==> src/rtl/ternary_pkg.sv <==
// Shared ternary definitions: trit codes, serial-controller states, legality helper.
package ternary_pkg;

  localparam logic [1:0] T0   = 2'b00;
  localparam logic [1:0] T1   = 2'b01;
  localparam logic [1:0] T2   = 2'b10;
  localparam logic [1:0] TINV = 2'b11;

  typedef enum logic [1:0] {
    StIdle = 2'b00,
    StRun  = 2'b01,
    StDone = 2'b10
  } state_e;

  // A trit is legal unless it carries the unused code.
  function automatic logic trit_legal(input logic [1:0] t);
    return t != TINV;
  endfunction

endpackage

==> src/rtl/full_subtractor.sv <==
// Combinational ternary full subtractor: t = a - b - c, diff = t mod 3, b_out = borrow trit.
module full_subtractor (
  input  logic [1:0] a,
  input  logic [1:0] b,
  input  logic [1:0] c,
  output logic [1:0] diff,
  output logic [1:0] b_out
);

  logic signed [3:0] t;
  logic signed [3:0] m;

  // Fold the raw difference back into 0..2 and report how many threes were borrowed.
  always_comb begin
    t     = $signed({2'b00, a}) - $signed({2'b00, b}) - $signed({2'b00, c});
    m     = t;
    b_out = 2'b00;
    if (t < -4'sd3) begin
      m     = t + 4'sd6;
      b_out = 2'b10;
    end else if (t < 4'sd0) begin
      m     = t + 4'sd3;
      b_out = 2'b01;
    end else if (t >= 4'sd3) begin
      m     = t - 4'sd3;
    end
    diff = m[1:0];
  end

endmodule

==> src/rtl/ternary_serial_sub.sv <==
// Trit-serial ternary subtractor: one trit per clock, LSB first, with operand validation.
module ternary_serial_sub
  import ternary_pkg::*;
#(
  parameter int unsigned N_TRITS = 4
) (
  input  logic                 clk,
  input  logic                 rst,
  input  logic                 start,
  input  logic [2*N_TRITS-1:0] a,
  input  logic [2*N_TRITS-1:0] b,
  output logic                 busy,
  output logic                 done,
  output logic [2*N_TRITS-1:0] diff,
  output logic [1:0]           borrow_out,
  output logic                 err
);

  localparam int unsigned W    = 2 * N_TRITS;
  localparam int unsigned IdxW = (N_TRITS > 1) ? $clog2(N_TRITS) : 1;
  localparam logic [IdxW-1:0] LastIdx = IdxW'(N_TRITS - 1);

  state_e          state_q, state_d;
  logic [W-1:0]    a_q, b_q, diff_q;
  logic [1:0]      borrow_q, bout_q;
  logic            err_q;
  logic [IdxW-1:0] idx_q;

  logic            ops_legal;
  logic            accept;
  logic            last_trit;
  logic [1:0]      a_trit, b_trit, fs_diff, fs_bout;

  // Both operands must be free of the illegal code to start a real subtraction.
  always_comb begin
    ops_legal = 1'b1;
    for (int i = 0; i < int'(N_TRITS); i++) begin
      if (!trit_legal(a[2*i +: 2]) || !trit_legal(b[2*i +: 2])) ops_legal = 1'b0;
    end
  end

  assign accept    = start && ((state_q == StIdle) || (state_q == StDone));
  assign last_trit = (idx_q == LastIdx);
  assign a_trit    = a_q[{idx_q, 1'b0} +: 2];
  assign b_trit    = b_q[{idx_q, 1'b0} +: 2];

  full_subtractor u_fs (
    .a     (a_trit),
    .b     (b_trit),
    .c     (borrow_q),
    .diff  (fs_diff),
    .b_out (fs_bout)
  );

  // State register.
  always_ff @(posedge clk or posedge rst) begin
    if (rst) state_q <= StIdle;
    else     state_q <= state_d;
  end

  // Next state: illegal operands skip RUN entirely and report through DONE.
  always_comb begin
    state_d = state_q;
    unique case (state_q)
      StIdle, StDone: begin
        if (accept) state_d = ops_legal ? StRun : StDone;
        else        state_d = StIdle;
      end
      StRun:   state_d = last_trit ? StDone : StRun;
      default: state_d = StIdle;
    endcase
  end

  // Status outputs decode directly from the state, so busy and done are exclusive.
  always_comb begin
    busy = (state_q == StRun);
    done = (state_q == StDone);
  end

  // Datapath: operand capture at accept, one result trit and borrow update per RUN cycle.
  always_ff @(posedge clk or posedge rst) begin
    if (rst) begin
      a_q      <= '0;
      b_q      <= '0;
      diff_q   <= '0;
      borrow_q <= 2'b00;
      bout_q   <= 2'b00;
      err_q    <= 1'b0;
      idx_q    <= '0;
    end else if (accept) begin
      diff_q   <= '0;
      borrow_q <= 2'b00;
      bout_q   <= 2'b00;
      idx_q    <= '0;
      if (ops_legal) begin
        a_q   <= a;
        b_q   <= b;
        err_q <= 1'b0;
      end else begin
        err_q <= 1'b1;
      end
    end else if (state_q == StRun) begin
      diff_q[{idx_q, 1'b0} +: 2] <= fs_diff;
      borrow_q                   <= fs_bout;
      if (last_trit) begin
        bout_q <= fs_bout;
        idx_q  <= '0;
      end else begin
        idx_q  <= idx_q + 1'b1;
      end
    end
  end

  assign diff       = diff_q;
  assign borrow_out = bout_q;
  assign err        = err_q;

endmodule

==> config.mk <==
export PLATFORM = sky130hd
export DESIGN_NAME = ternary_serial_sub
export DESIGN_NICKNAME = d
export VERILOG_FILES = /design/src/rtl/ternary_pkg.sv /design/src/rtl/full_subtractor.sv /design/src/rtl/ternary_serial_sub.sv
export SDC_FILE = /design/constraint.sdc
export NUM_CORES = 1
export LEC_CHECK = 0
export BUFFER_PORTS_ARGS = -buffer_cell sky130_fd_sc_hd__buf_2
export CAP_MARGIN = 20
export CORE_ASPECT_RATIO = 1.75
export CORE_MARGIN = 4
export CORE_UTILIZATION = 30
export CTS_CLUSTER_DIAMETER = 50
export DETAILED_ROUTE_END_ITERATION = 10
export GPL_TIMING_DRIVEN = 0
export MAX_ROUTING_LAYER = met4
export PLACE_DENSITY = 0.47
export SLEW_MARGIN = 10
export SYNTH_ARGS = -nofsm -noshare
export SYNTH_HDL_FRONTEND = slang
export SYNTH_SLANG_ARGS = --single-unit
==> constraint.sdc <==
create_clock -name clk -period 4.7 [get_ports clk]
set_clock_uncertainty 0.1 [all_clocks]
set_input_delay 0.47 -clock clk [delete_from_list [all_inputs] [get_ports clk]]
set_output_delay 0.47 -clock clk [all_outputs]
set_load 0.02 [all_outputs]
After elaboration in Yosys (flattened, before gate mapping)
Index checks and enable logic that the tools add are counted.

cells by class
  muxes and demuxes = 25
  shifts and indexed selects = 4
  equality and inequality tests = 11
  add/sub/neg operators = 7
  reduce and logical (&&, ||, !) cells = 20
  magnitude comparators = 3

operators by type and width
  cell                                                                                 number
  2-bit 2-to-1 mux                                                                     15
  8-bit 2-to-1 mux                                                                     2
  2-bit inequality test, second input constant                                         8
  8-bit by 4-bit variable part select with 2-bit output                                2
  8-bit bitwise mux                                                                    1
  1-bit logical NOT                                                                    8
  2-bit by 5-bit variable shift with 8-bit output, first input constant                1
  2-bit by 5-bit variable part select with 8-bit output                                1
  1-bit 2-to-1 mux                                                                     6
  1-bit logical OR                                                                     5
  3-bit negation with 5-bit output                                                     1
  2-bit by 1-bit adder with 2-bit output, second input constant                        2
  2-bit == test, second input constant                                                 2
  4-bit by 3-bit greater-or-equal comparator with 1-bit output, second input constant  1
  4-bit by 1-bit less-than comparator with 1-bit output, second input constant         1
  4-bit by 3-bit less-than comparator with 1-bit output, second input constant         1
  2-bit one-hot mux with 2 select lines                                                1
  2-bit AND reduction                                                                  2
  2-bit nonzero test                                                                   2
  3-bit by 3-bit subtractor with 4-bit output                                          1
  2-bit by 2-bit subtractor with 3-bit output                                          1
  2-bit adder, second input constant                                                   1
  2-bit by 1-bit == test with 1-bit output, second input constant                      1
  2-bit logical NOT                                                                    1
  3 further kinds                                                                      3

word-level totals
  input bits = 19
  bits in registers = 33
  output and inout bits = 13

Longest topological paths before layout
  depth in word-level cells = 11
  gate-level depth with buffers = 14
  depth with buffers taken out = 13

Modules after synthesis
From an unflattened synthesis, not the netlist that was laid out.

unflattened totals
  cell total of the unflattened synthesis = 148
  area total of the unflattened synthesis = 1750.4 µm²

by module, submodules not included
  module              area each (µm²)  times used  cells an instance  seq. area each (µm²)
  ternary_serial_sub  1497.7           1           115                825.8
  full_subtractor     252.7            1           33                 0.0

Worst setup path after synthesis
Ideal clock, no wire load.

  kind = register -> register
  start point = register idx_q[0]
  end point = register diff_q[6], in the netlist diff[6]
  cell stages (with the launch flop) = 14
  arrival time = 3.322 ns
  path buffers = 1
  slack = 1.156 ns
  setup time = 0.122 ns
  data required time = 4.478 ns
  cell sequence = dfrtp_1 > buf_2 > mux4_2 > inv_1 > ha_1 > inv_1 > fa_1 > inv_1 > fa_1 > ha_1 > or2_2 > mux2i_1 > xnor2_1 > a32o_1

on the way
  cells in the longest elaborated chain, start to end = 11
  elaborated cells between the ends (all ways) = 19
  those cells by class = add/sub: 6; order compare: 3; shift: 4; mux: 6

RTL lines
  what                                                                                                                                RTL line                                            text
  start: declaration                                                                                                                  ternary_serial_sub.sv:27                            logic [IdxW-1:0] idx_q;
  start signal: assignment                                                                                                            ternary_serial_sub.sv:109                           idx_q <= idx_q + 1'b1;
  8-bit by 4-bit variable part select with 2-bit output, on equally long branches                                                     ternary_serial_sub.sv:44, ternary_serial_sub.sv:45
  2-bit by 2-bit subtractor with 3-bit output                                                                                         full_subtractor.sv:15                               t = $signed({2'b00, a}) - $signed({2'b00, b}) - $signed({2'b00, c});
  3-bit by 3-bit subtractor with 4-bit output                                                                                         full_subtractor.sv:15
  4-bit by 3-bit greater-or-equal comparator with 1-bit output / 2-bit by 1-bit subtractor with 2-bit output (equally long branches)  full_subtractor.sv:24, full_subtractor.sv:25
  2-bit 2-to-1 mux                                                                                                                    full_subtractor.sv:24                               end else if (t >= 4'sd3) begin
  2-bit 2-to-1 mux                                                                                                                    full_subtractor.sv:21                               end else if (t < 4'sd0) begin
  2-bit 2-to-1 mux                                                                                                                    full_subtractor.sv:18                               if (t < -4'sd3) begin
  2-bit by 5-bit variable part select with 8-bit output                                                                               ternary_serial_sub.sv:103                           diff_q[{idx_q, 1'b0} +: 2] <= fs_diff;
  8-bit bitwise mux *                                                                                                                 ternary_serial_sub.sv:103
  8-bit 2-to-1 mux *                                                                                                                  ternary_serial_sub.sv:102                           end else if (state_q == StRun) begin
  8-bit 2-to-1 mux *                                                                                                                  ternary_serial_sub.sv:90                            end else if (accept) begin
  end signal: indexed assignment                                                                                                      ternary_serial_sub.sv:103
  end: declaration                                                                                                                    ternary_serial_sub.sv:24                            logic [W-1:0] a_q, b_q, diff_q;

Mark *: on every way between the ends. The rest lies on a longest branch, timed or not. The select of a mux whose other input is x is not followed.
A chain may end at the register's enable or synchronous reset.

Worst setup path after layout
  start point = register idx_q[0]
  end point = register diff_q[4], in the netlist diff[4]

The elaborated chain is that of the path after synthesis.

==> out/results.ini <==
[placement]
gp_congestion=0.762
dpl.hpwl_mm=3.28
post_dp_cell_area_sq_um=2030
port-buffer-count=31
post-place-ws_ns=0.816
dp_cells=247

[timing]
report.final.slew_viol_count=0
fmax_mhz=259
hold_viol=0
fin_crit_ns=3.87
worst_pin_slew_ns=0.701
finalCritPeriodShare=0.822
setup_viol=0
fin_tns_setup_ns=0
worst_slack_ns=0.835
rsz0062_at_grt=no
max-slew-margin-rel=0.532
holdWs_ns=0.192

[worst_setup_path]
cp_slowest_cell=mux4_2
critical-path-top-delay-family=adder cells
crit_path_end_kind=flop
worstSetupPathType=reg2reg
path_max_fanout=9
cp-start-kind=flop
timing.critical_path.cells=buf_2, mux4_2, inv_1, ha_1, inv_1, fa_1, inv_1, fa_1, ha_1, or2_2, mux2i_1, xnor2_1, a22o_1
arrival_ns=3.99
required_ns=4.82
cp_common_cell=inv_1
max_stage_delay_ns=0.53
path_buf_inv=4

[cells_and_area]
syn_to_final_growth_pct=22.5
drive_gt1_frac=0.358
final_core_utilization=0.381
final_cells=255
register_area_sq_um=826
multiInputGateArea_sq_um=835
n_fill_cell=561
fin_area_sq_um=2140
diodes=0
nNetsFinal=208

[clock_tree]
hold_buffers=0
cts_tree=done
clk_latency_ns=0.28
postCtsSetupBuffers=0
clk_pin_slew_worst_paths_ns=0.07
cts-root-buf=clkbuf_8
numCtsBuffers=5
cts_resized=0
htreeDepth=2
clock_sinks=33
clk_path_buf_depth=2

[synthesis]
syn_area_sq_um=1750
synthCells=139
yosys_warnings=0
synth_most_common_cell=dfrtp_1
synth_top_cells_by_count=dfrtp_1 (33), inv_1 (10), ha_1 (9)
syn_area_per_cell_sq_um=12.6
ys_seq_area_frac=0.472
ys_async_sr_fraction=1.00
ys_ff_latch=33
yosysTopAreaCellShare=0.472
synth_ff_type=dfrtp_1
yosysUniqueCellTypes=34
synthTopCellsByArea=dfrtp_1 (47%), mux2_4 (6.9%), ha_1 (6.4%)
syn_nets=169
synth_edf_count=0
yosys.area.top_type=dfrtp_1

[global_routing]
grt_pass1_vias=1361
grt_pass1_wl_mm=6.77
track_usage=0.130
grt-ovfl-total=0
antenna_found_initial=0
grt_max_degree=19

[power]
pwr-share-clk=0.236
finalPower_mw=1.16
p_leak_nw=1.02
switching_share=0.359
vdd_drop_max_mv=0.371
power_frac_comb=0.439
internal-power_mw=0.746
p_sw_mw=0.418
pwr-share-seq=0.325
power_density_nw_per_um2=543

[detailed_routing]
dr.pass1.iters=3
routed_via_density=4.76
post-route-drc-count=0
ant_nets=0
drt-total-wl_mm=4.02
drt_iter0_drc=22
vias=1215
wl_per_cell_um=15.8

[floorplan]
core_area_sq_um=5630
num_io_pins=32
start_util=0.311
rows=36
dieArea_sq_um=7170
chipHeight_um=109
die_w_um=65.7

[min_path]
hold_class=in2async

[job]
drv_cap=0

[outcome]
outcome=finished clean

[kinds of logic after synthesis]
logic type	share of synthesized area
buffers and inverters	0.0515
AO/OA/AOI/OAI	0.101
multiplexers	0.189
flip-flops	0.472
adder cells (fa/ha/maj)	0.0872
AND/OR/NAND/NOR	0.0901
XOR/XNOR	0.0100
[final timing paths]
kind                               start           to  slack (ns)  cells past startpoint
worst max-delay path            idx_q[0]      diff[4]        0.83                     13
worst max register to register  idx_q[0]      diff[4]        0.83                     13
worst min register to register   diff[2]      diff[2]        0.40                      1
worst min-delay path                 rst  borrow_q[0]        0.19                      2
min in group clk                    b[4]       b_q[4]        0.34                      2
max in group asynchronous            rst       b_q[1]        3.78                      3
[flip-flops by register name (all words and copies together), names as in the netlist]
name / count
err: 1
diff: 8
borrow_out: 2
b_q: 8
idx_q: 2
a_q: 8
borrow_q: 2
state_q: 2
[layout make-up]
| class | instances | area share |
|---|---|---|
| clock buffers | 7 | 0.0403 |
| well taps | 76 | 0.0443 |
| multi-input cells | 91 | 0.389 |
| inverters | 11 | 0.0193 |
| plain buffers | 4 | 0.0228 |
| flip-flops and latches | 33 | 0.385 |
| repair buffers | 32 | 0.0852 |
| clock inverters | 1 | 0.0140 |
[layer usage]
metal  global-route usage  vias up  wire, um
met5                    -        -         0
met4               0.0490        0        61
met3               0.0247        5       103
met2                0.243       20      2360
met1                0.129      612      1490
li1                     -      578         -
[cells in the final DEF (no fill, tap or decap), drive strengths merged, types with 2 or more instances in the layout]
cell type,synthesis,final
ha,9,9
mux2,16,16
nor2b,3,3
buf,3,35
inv,10,10
fa,2,2
clkbuf,1,8
nand3,2,2
a32o,2,2
mux2i,3,3
nand2,6,6
a22o,8,8
o21ai,6,6
nor2,5,5
dfrtp,33,33
nor3,5,5
a22oi,2,2
mux4,4,4
a21oi,5,5
nand2b,3,3
[worst reg2reg max path, cell delays in order, from the launching register on]
cell and delay (ns):
dfrtp_1 0.37, buf_2 0.26, mux4_2 0.53, inv_1 0.07
ha_1 0.13, inv_1 0.04, fa_1 0.50, inv_1 0.06
fa_1 0.50, ha_1 0.22, or2_2 0.33, mux2i_1 0.20
xnor2_1 0.27, a22o_1 0.23
[power groups by stage]
stage	clock, mW	sequential [mW]	combinational [mW]
6_report	0.274	0.379	0.511
5_1_grt	0.296	0.386	0.575
4_1_cts	0.281	0.380	0.519
3_5_place_dp	0	0.385	0.519
3_3_place_gp	0	0.381	0.486
2_1_floorplan	0	0.378	0.381
No activity file was read; power rests on OpenSTA's default activity.
